[src/rtl/decode_operand_stage_pkg.sv]
// rtl/decode_operand_stage_pkg.sv - shared widths, CTRL bundle field offsets and register-match helper
package decode_operand_stage_pkg;

  localparam int XLEN_DEF   = 32;
  localparam int REG_ADDR_W = 5;
  localparam logic [REG_ADDR_W-1:0] REG_ZERO = 5'd0;

  // Field offsets inside the opaque EX control bundle; this stage only passes it through.
  localparam int CTRL_ALU_OP_LSB    = 0;
  localparam int CTRL_ALU_OP_W      = 4;
  localparam int CTRL_BRANCH_BIT    = 4;
  localparam int CTRL_JUMP_BIT      = 5;
  localparam int CTRL_SRC_IMM_BIT   = 6;
  localparam int CTRL_MEM_WRITE_BIT = 7;

  typedef logic [REG_ADDR_W-1:0] reg_addr_t;

  typedef enum logic [1:0] {
    SEL_ZERO,
    SEL_MEM,
    SEL_WB,
    SEL_RF
  } operand_sel_e;

  // x0 never matches a producer, so it can never cause a forward or a stall.
  function automatic logic src_hit(input reg_addr_t rs, input reg_addr_t waddr);
    return (rs != REG_ZERO) && (rs == waddr);
  endfunction

endpackage

[src/rtl/decode_operand_stage_operand_bypass.sv]
// rtl/decode_operand_stage_operand_bypass.sv - per-source operand select chain
// DECODE_STAGE_WB_BYPASS_EN adds the same-cycle WB forward.
module operand_bypass
  import decode_operand_stage_pkg::*;
#(
  parameter int XLEN = XLEN_DEF
) (
  input  reg_addr_t       rs,
  input  logic [XLEN-1:0] rf_rdata,
  input  logic            mem_we,
  input  logic            mem_is_load,
  input  reg_addr_t       mem_waddr,
  input  logic [XLEN-1:0] mem_wdata,
`ifdef DECODE_STAGE_WB_BYPASS_EN
  input  logic            wb_we,
  input  reg_addr_t       wb_waddr,
  input  logic [XLEN-1:0] wb_wdata,
`endif
  output logic [XLEN-1:0] operand
);

  operand_sel_e sel;

  always_comb begin
    sel = SEL_RF;
    if (rs == REG_ZERO)
      sel = SEL_ZERO;
    else if (mem_we && !mem_is_load && (mem_waddr == rs))
      sel = SEL_MEM;
`ifdef DECODE_STAGE_WB_BYPASS_EN
    else if (wb_we && (wb_waddr == rs))
      sel = SEL_WB;
`endif
  end

  always_comb begin
    operand = rf_rdata;
    case (sel)
      SEL_ZERO: operand = '0;
      SEL_MEM:  operand = mem_wdata;
`ifdef DECODE_STAGE_WB_BYPASS_EN
      SEL_WB:   operand = wb_wdata;
`endif
      default:  operand = rf_rdata;
    endcase
  end

endmodule

[src/rtl/decode_operand_stage.sv]
// rtl/decode_operand_stage.sv - operand fetch, RAW hazard resolution and ID/EX register
// DECODE_STAGE_WB_BYPASS_EN: forward WB writes instead of stalling on them.
module decode_operand_stage
  import decode_operand_stage_pkg::*;
#(
  parameter int XLEN   = XLEN_DEF,
  parameter int CTRL_W = 8,
  parameter int CNT_W  = 16
) (
  input  logic              clk,
  input  logic              rst,
  input  logic              in_valid,
  output logic              in_ready,
  input  reg_addr_t         in_rs1,
  input  reg_addr_t         in_rs2,
  input  reg_addr_t         in_rd,
  input  logic              in_reg_write,
  input  logic              in_mem_read,
  input  logic [XLEN-1:0]   in_imm,
  input  logic [XLEN-1:0]   in_pc,
  input  logic [CTRL_W-1:0] in_ctrl,
  output reg_addr_t         rf_raddr1,
  output reg_addr_t         rf_raddr2,
  input  logic [XLEN-1:0]   rf_rdata1,
  input  logic [XLEN-1:0]   rf_rdata2,
  input  logic              mem_we,
  input  logic              mem_is_load,
  input  reg_addr_t         mem_waddr,
  input  logic [XLEN-1:0]   mem_wdata,
  input  logic              wb_we,
  input  reg_addr_t         wb_waddr,
  input  logic [XLEN-1:0]   wb_wdata,
  input  logic              flush,
  output logic              out_valid,
  input  logic              out_ready,
  output logic [XLEN-1:0]   out_op1,
  output logic [XLEN-1:0]   out_op2,
  output reg_addr_t         out_rd,
  output logic              out_reg_write,
  output logic              out_mem_read,
  output logic [XLEN-1:0]   out_imm,
  output logic [XLEN-1:0]   out_pc,
  output logic [CTRL_W-1:0] out_ctrl,
  output logic [CNT_W-1:0]  stall_cycles
);

  logic            advance;
  logic            hazard;
  logic            haz_ex;
  logic            haz_load;
  logic            haz_wb;
  logic [XLEN-1:0] op1;
  logic [XLEN-1:0] op2;

  assign rf_raddr1 = in_rs1;
  assign rf_raddr2 = in_rs2;

  assign advance = !out_valid || out_ready;

  // There is no EX-stage forward path, so any writer still in ID/EX forces a bubble.
  assign haz_ex   = out_valid && out_reg_write &&
                    (src_hit(in_rs1, out_rd) || src_hit(in_rs2, out_rd));
  assign haz_load = mem_we && mem_is_load &&
                    (src_hit(in_rs1, mem_waddr) || src_hit(in_rs2, mem_waddr));

`ifdef DECODE_STAGE_WB_BYPASS_EN
  assign haz_wb = 1'b0;
`else
  logic unused_wb_wdata;
  assign unused_wb_wdata = ^wb_wdata;
  // Without the WB forward, wait one cycle for the register file to hold the new value.
  assign haz_wb = wb_we && (src_hit(in_rs1, wb_waddr) || src_hit(in_rs2, wb_waddr));
`endif

  assign hazard   = haz_ex || haz_load || haz_wb;
  assign in_ready = advance && !hazard && !flush;

  operand_bypass #(.XLEN(XLEN)) u_bypass1 (
    .rs          (in_rs1),
    .rf_rdata    (rf_rdata1),
    .mem_we      (mem_we),
    .mem_is_load (mem_is_load),
    .mem_waddr   (mem_waddr),
    .mem_wdata   (mem_wdata),
`ifdef DECODE_STAGE_WB_BYPASS_EN
    .wb_we       (wb_we),
    .wb_waddr    (wb_waddr),
    .wb_wdata    (wb_wdata),
`endif
    .operand     (op1)
  );

  operand_bypass #(.XLEN(XLEN)) u_bypass2 (
    .rs          (in_rs2),
    .rf_rdata    (rf_rdata2),
    .mem_we      (mem_we),
    .mem_is_load (mem_is_load),
    .mem_waddr   (mem_waddr),
    .mem_wdata   (mem_wdata),
`ifdef DECODE_STAGE_WB_BYPASS_EN
    .wb_we       (wb_we),
    .wb_waddr    (wb_waddr),
    .wb_wdata    (wb_wdata),
`endif
    .operand     (op2)
  );

  always_ff @(posedge clk or posedge rst) begin
    if (rst) begin
      out_valid     <= 1'b0;
      out_op1       <= '0;
      out_op2       <= '0;
      out_rd        <= REG_ZERO;
      out_reg_write <= 1'b0;
      out_mem_read  <= 1'b0;
      out_imm       <= '0;
      out_pc        <= '0;
      out_ctrl      <= '0;
    end else if (flush) begin
      out_valid <= 1'b0;
    end else if (advance && hazard && in_valid) begin
      out_valid <= 1'b0;
    end else if (advance) begin
      out_valid <= in_valid;
      if (in_valid) begin
        out_op1       <= op1;
        out_op2       <= op2;
        out_rd        <= in_rd;
        out_reg_write <= in_reg_write;
        out_mem_read  <= in_mem_read;
        out_imm       <= in_imm;
        out_pc        <= in_pc;
        out_ctrl      <= in_ctrl;
      end
    end
  end

  always_ff @(posedge clk or posedge rst) begin
    if (rst)
      stall_cycles <= '0;
    else if (in_valid && !in_ready && (stall_cycles != {CNT_W{1'b1}}))
      stall_cycles <= stall_cycles + CNT_W'(1);
  end

endmodule

[config.mk]
export PLATFORM = sky130hd
export DESIGN_NAME = decode_operand_stage
export DESIGN_NICKNAME = d
export VERILOG_FILES = /design/src/rtl/decode_operand_stage_pkg.sv /design/src/rtl/decode_operand_stage_operand_bypass.sv /design/src/rtl/decode_operand_stage.sv
export SDC_FILE = /design/constraint.sdc
export NUM_CORES = 1
export LEC_CHECK = 0
export ABC_CLOCK_PERIOD_IN_PS = 5900
export BUFFER_PORTS_ARGS = -buffer_cell sky130_fd_sc_hd__buf_2
export CORE_AREA = 2 2 160 162
export CTS_BUF_LIST = sky130_fd_sc_hd__clkbuf_8
export CTS_CLUSTER_DIAMETER = 100
export CTS_CLUSTER_SIZE = 20
export DETAILED_ROUTE_END_ITERATION = 10
export DIE_AREA = 0 0 162 164
export HOLD_SLACK_MARGIN = 0.08
export PLACE_DENSITY_LB_ADDON = 0.15
export REMOVE_ABC_BUFFERS = 1
export SETUP_SLACK_MARGIN = 0.1
export SLEW_MARGIN = 20
export SYNTH_ARGS = -nofsm -noshare
export SYNTH_HDL_FRONTEND = slang
export SYNTH_SLANG_ARGS = --single-unit
[constraint.sdc]
create_clock -name clk -period 5.9 [get_ports clk]
set_input_delay 0.885 -clock clk [delete_from_list [all_inputs] [get_ports clk]]
set_output_delay 0.885 -clock clk [all_outputs]
set_load 0.02 [all_outputs]
## Yosys cells after proc, flatten, opt, wreduce, memory -nomap -nowiden

Index checks and enable logic that the tools add are counted.

| operators by class | value |
|---|---|
| $add $sub $neg | 1 |
| equal/unequal tests | 11 |
| mux-type cells | 9 |
| bitwise operators | 2 |
| reductions and logical operators | 39 |

Operators by type and width:

| operator | count |
|---|---|
| one-hot mux 32 bit (2 select lines) | 2 |
| == test 5 bit | 8 |
| logical AND 1 bit | 20 |
| adder 16 x 1 -> 16 bit (second input constant) | 1 |
| inequality test 16 bit (second input constant) | 1 |
| logical NOT 5 bit | 2 |
| nonzero test 5 bit | 2 |
| two-way mux 2 bit | 4 |
| logical OR 1 bit | 6 |
| logical NOT 1 bit | 5 |
| == test 2 x 1 -> 1 bit (second input constant) | 2 |
| logical NOT 2 bit | 2 |
| AND reduction 4 bit | 1 |
| two-way mux 1 bit | 3 |
| nonzero test 3 bit | 1 |
| inverter 1 bit | 2 |

| storage, ports and cells | value |
|---|---|
| register bits after elaboration | 160 |
| input bits | 235 |
| output and inout bits | 171 |
| logic and storage cells | 72 |

## Depth between registers and ports, before layout

| depth | value |
|---|---|
| depth after elaboration | 12 |
| mapped depth | 9 |
| depth with buffers taken out | 7 |

## Modules after synthesis

A second synthesis with hierarchy kept.

| unflattened totals | value |
|---|---|
| cells, all modules | 681 |
| area total of the unflattened synthesis | 8016.4 µm² |

By module, submodules not included:

| module | instances | cells each | area an instance (µm²) | seq. area each (µm²) |
|---|---|---|---|---|
| decode_operand_stage | 1 | 443 | 6575.1 | 4003.8 |
| operand_bypass | 2 | 119 | 720.7 | 0.0 |

## Least setup slack after synthesis

No wires, ideal clock.

| path | value |
|---|---|
| kind | input to output |
| start | in in_rs1[0] |
| end | out in_ready |
| arrival | 2982 ps |
| required time | 5015 ps |
| path slack | 2033 ps |
| stages on the path | 6 |
| buffers on the path | 1 |
| cell sequence | or4_1 nor2_2 nor4_1 or3_1 a311oi_4 clkbuf_1 |

| between the ends | value |
|---|---|
| word-level cells in the longest chain between the ends | 9 |
| elaborated cells on any way between the ends | 18 |
| classes of those cells | eq/ne: 3; reduce/logical: 15 |

Ends and longest elaborated chain:

| item | RTL line | RTL |
|---|---|---|
| start: declaration | decode_operand_stage.sv:14 | `input reg_addr_t in_rs1,` |
| == test 5 bit or nonzero test 5 bit (tied branches) | decode_operand_stage_pkg.sv:27 | `return (rs != REG_ZERO) && (rs == waddr);` |
| logical AND 1 bit | decode_operand_stage_pkg.sv:27 |  |
| logical OR 1 bit (on tied branches) | decode_operand_stage.sv:62, decode_operand_stage.sv:64 |  |
| logical AND 1 bit (on tied branches) | decode_operand_stage.sv:61, decode_operand_stage.sv:63 |  |
| logical OR 1 bit | decode_operand_stage.sv:75 | `assign hazard = haz_ex \|\| haz_load \|\| haz_wb;` |
| logical OR 1 bit * | decode_operand_stage.sv:75 |  |
| logical NOT 1 bit * | decode_operand_stage.sv:76 | `assign in_ready = advance && !hazard && !flush;` |
| logical AND 1 bit * (2 in a row) | decode_operand_stage.sv:76 |  |
| end: declaration | decode_operand_stage.sv:13 | `output logic in_ready,` |

Mark *: on every way between the ends. The rest lies on a longest branch, timed or not.

## Worst setup path after layout

| path | value |
|---|---|
| start | in in_rs2[1] |
| end | out in_ready |

| between the ends | value |
|---|---|
| word-level cells in the longest chain between the ends | 9 |
| elaborated cells on any way between the ends | 18 |
| classes of those cells | eq/ne: 3; reduce/logical: 15 |

Ends and longest elaborated chain:

| item | RTL line | RTL |
|---|---|---|
| start: declaration | decode_operand_stage.sv:15 | `input reg_addr_t in_rs2,` |
| == test 5 bit or nonzero test 5 bit (tied branches) | decode_operand_stage_pkg.sv:27 |  |
| logical AND 1 bit | decode_operand_stage_pkg.sv:27 |  |
| logical OR 1 bit (on tied branches) | decode_operand_stage.sv:62, decode_operand_stage.sv:64 |  |
| logical AND 1 bit (on tied branches) | decode_operand_stage.sv:61, decode_operand_stage.sv:63 |  |
| logical OR 1 bit | decode_operand_stage.sv:75 |  |
| logical OR 1 bit * | decode_operand_stage.sv:75 |  |
| logical NOT 1 bit * | decode_operand_stage.sv:76 |  |
| logical AND 1 bit * (2 in a row) | decode_operand_stage.sv:76 |  |

Marks and branches as above.

==> reports/results.txt <==
I/O pin count = 406
VDD IR max = 0.1528 mV
kind of critical path = primary input to output port
Cell Area, Placed = 9738 um2
most used cell, CP = buf_2
WL/cell = 17.28 um
combinational family with the most area after synthesis = multiplexers
CTS tree = built
Final period util = 69.69%
#FFs+latches synth = 160
post-layout min period = 4.112 ns
synth unique cells = 36
total gr overflow = 0
Final GP Congestion = 0.8097
Die Wd = 162 um
worst path bufs/invs = 3
vias in the first global route = 5682
flop-to-flop setup slack = 2.75 ns
top_reg_cell synth = dfrtp_1
status = complete, no violations
post-route ant nets = 0
clk_lat worst skew = 0.45 ns
core area = 24820 um2
Slew @ Worst Pin = 1.086 ns
EDFF count, synth = 0
post-CTS setup buffers = 0
Final Power = 3.321 mW
worst hold path class = register to register
crit path DAT = 3.23 ns
maxcap violations = 0
post-route cell area = 10100 um2
sequential share of the synthesized area = 52.72%
Synth Area in Compound Gates = 4.580%
initial antenna violation count = 0
min-delay src = out_pc[22]
area of the multi-input gates = 3373 um2
Root Driver = clkbuf_8
all-layer global routing usage = 16.04%
Register-to-Register Path Depth = 9
antenna diode count = 0
share of layout cells above drive strength 1 = 59.63%
Die H = 164 um
final WL = 21750 um
relative slew slack = 27.44%
Lkg Pwr = 5.322 nW
Hold Buf Count CTS = 0
Ys Warns = 0
Avg Cell Area, Syn = 13.66 um2
Hold Worst Slack = 0.4886 ns
RSZ-0062 raised after global routing = false
DRT iter0 DRCs = 155
FF-to-FF Start = out_rd[1]
Placed Instances = 1228
fraction of registers with async set/reset = 100.0%
htree depth = 4
WHS Endpoint = out_pc[22]
CP Max Fanout = 18
# resized after CTS = 0
nets = 1153
setup TNS = 0 ns
xor and xnor area share after synthesis = 4.959%
FF/Latch Area = 4004 um2
Worst path max stage delay = 0.51 ns
DP HPWL = 15660 um
Worst R2R End = out_imm[12]
Peak Freq = 243.2 MHz
Final Non-Filler Cells = 1259
clk_skew = 0.01198 ns
die area = 26570 um2
CP Capture Type = output port
crit path max-delay cell type = or4_1
clock buffer count from CTS = 17
drt pass-1 iters = 4
post-synthesis adder-cell area fraction = 0.1647%
mux share of post-synthesis cell area = 28.09%
largest net degree at the start of global routing = 88
clock slew at reported path FFs = 0.08 ns
FP Rows = 58
Syn Inst Count = 556
CTS sink count = 160
pins over their slew limit = 0
Final setup viols = 0
port bufs = 373
CTS Buffer Depth = 2
via count = 5651
startpoint class of the critical path = primary input
vias per inst = 4.488
Initial Utilization = 30.60%
CP top delay family = simple AND/OR/NAND/NOR gates
first-pass GRT wire length = 32980 um
# DRC = 0
Syn-to-layout area delta = 32.95%
critical path cell sequence = buf_2, or4_1, nor2_1, nor4_1, or3_1, a311oi_4, buf_4, buf_2
Synth Area in Simple Gates = 6.211%
Fin. Hold Viols = 0
WHS Path Cells = 1
PwrDens = 328.9 nW/um2
mapped cell area = 7595 um2
Layout fillers = 2497
Worst Path Required = 5.02 ns
-- area by class of cell --
class | count | share of cell area (%)
sequential | 160 | 39.65
multi-input combinational | 356 | 33.41
timing repair buffer | 381 | 19.21
tap | 330 | 4.089
clock buffer | 17 | 2.317
clock inverter | 14 | 1.239
inverter | 1 | 0.08674
-- flip-flops by register name, indices dropped and copies added, names as in the netlist, 5 cells and up --
| signal | flops |
|---|---|
| out_imm | 32 |
| out_op1 | 32 |
| out_op2 | 32 |
| out_pc | 32 |
| stall_cycles | 16 |
| out_ctrl | 8 |
| out_rd | 5 |
-- metal layers --
layer,up-vias,track usage [%],wire length (um)
met2,182,27.12,10910
met4,0,5.028,345
met1,2755,20.27,9303
met3,18,3.939,1192
met5,-,0,0
li1,2696,-,-
-- how the worst max path moves through the flow --
stage | start | cells past startpoint | to
finish | in_rs2[1] | 8 | in_ready
global route | in_rs2[1] | 8 | in_ready
CTS | in_rs2[1] | 8 | in_ready
detailed placement | in_rs2[1] | 10 | out_pc[23]
global placement | in_rs2[1] | 10 | out_ctrl[1]
floorplan | in_rs1[0] | 7 | out_ctrl[0]
-- synth_stat cells, types with 2 or more instances --
library cell,instances,area [um2]
dfrtp_1,160,4004
mux2_2,86,968.4
mux2_4,48,720.7
nor2_1,34,127.6
a22o_1,32,280.3
mux2i_1,32,320.3
xnor2_1,22,192.7
xor2_1,21,183.9
nand2_1,15,56.30
clkbuf_1,12,45.04
mux2_1,11,123.9
nor3_1,11,55.05
buf_4,10,75.07
and3_1,9,56.30
nor4_1,8,50.05
buf_2,7,35.03
buf_6,7,78.83
nand3_1,4,20.02
nand4_1,4,25.02
buf_1,3,11.26
nand2b_1,3,18.77
a21oi_1,2,10.01
or4_1,2,15.01
-- per-stage QoR --
stage	utilization, %	worst slack, ns
after detailed placement	39.24	1.408
after floorplan	-	0.6721
after CTS	40.68	1.794
after global routing	40.68	1.688
after global placement	39.24	1.431
final	40.68	1.788
-- cells in the final DEF, fill, tap and decap left out, types with 2 or more instances in the layout --
master and count:
nand4_1 4, nand2_1 15, buf_4 7, nand2b_1 3, clkbuf_8 17, and3_1 9, or4_1 2, xor2_1 21
dfrtp_1 160, a22o_1 32, mux2_2 86, nor2_1 34, nor3_1 11, mux2_4 48, clkinv_4 4, inv_8 3
nand3_1 4, mux2_1 11, inv_6 6, buf_2 373, xnor2_1 22, mux2i_1 32, nor4_1 8
-- logic make-up after synthesis --
logic type               Yosys count
flip-flops                       160
adder cells (fa/ha/maj)            1
multiplexers                     177
buffers and inverters             40
AND/OR/NAND/NOR                   96
AO/OA/AOI/OAI                     39
XOR/XNOR                          43
-- power by group --
group | internal [mW] | leakage, nW | switching [mW]
clock | 0.306 | 0.184 | 0.474
sequential | 1.32 | 1.91 | 0.131
combinational | 0.476 | 3.23 | 0.609
No activity file was read; power rests on OpenSTA's default activity.
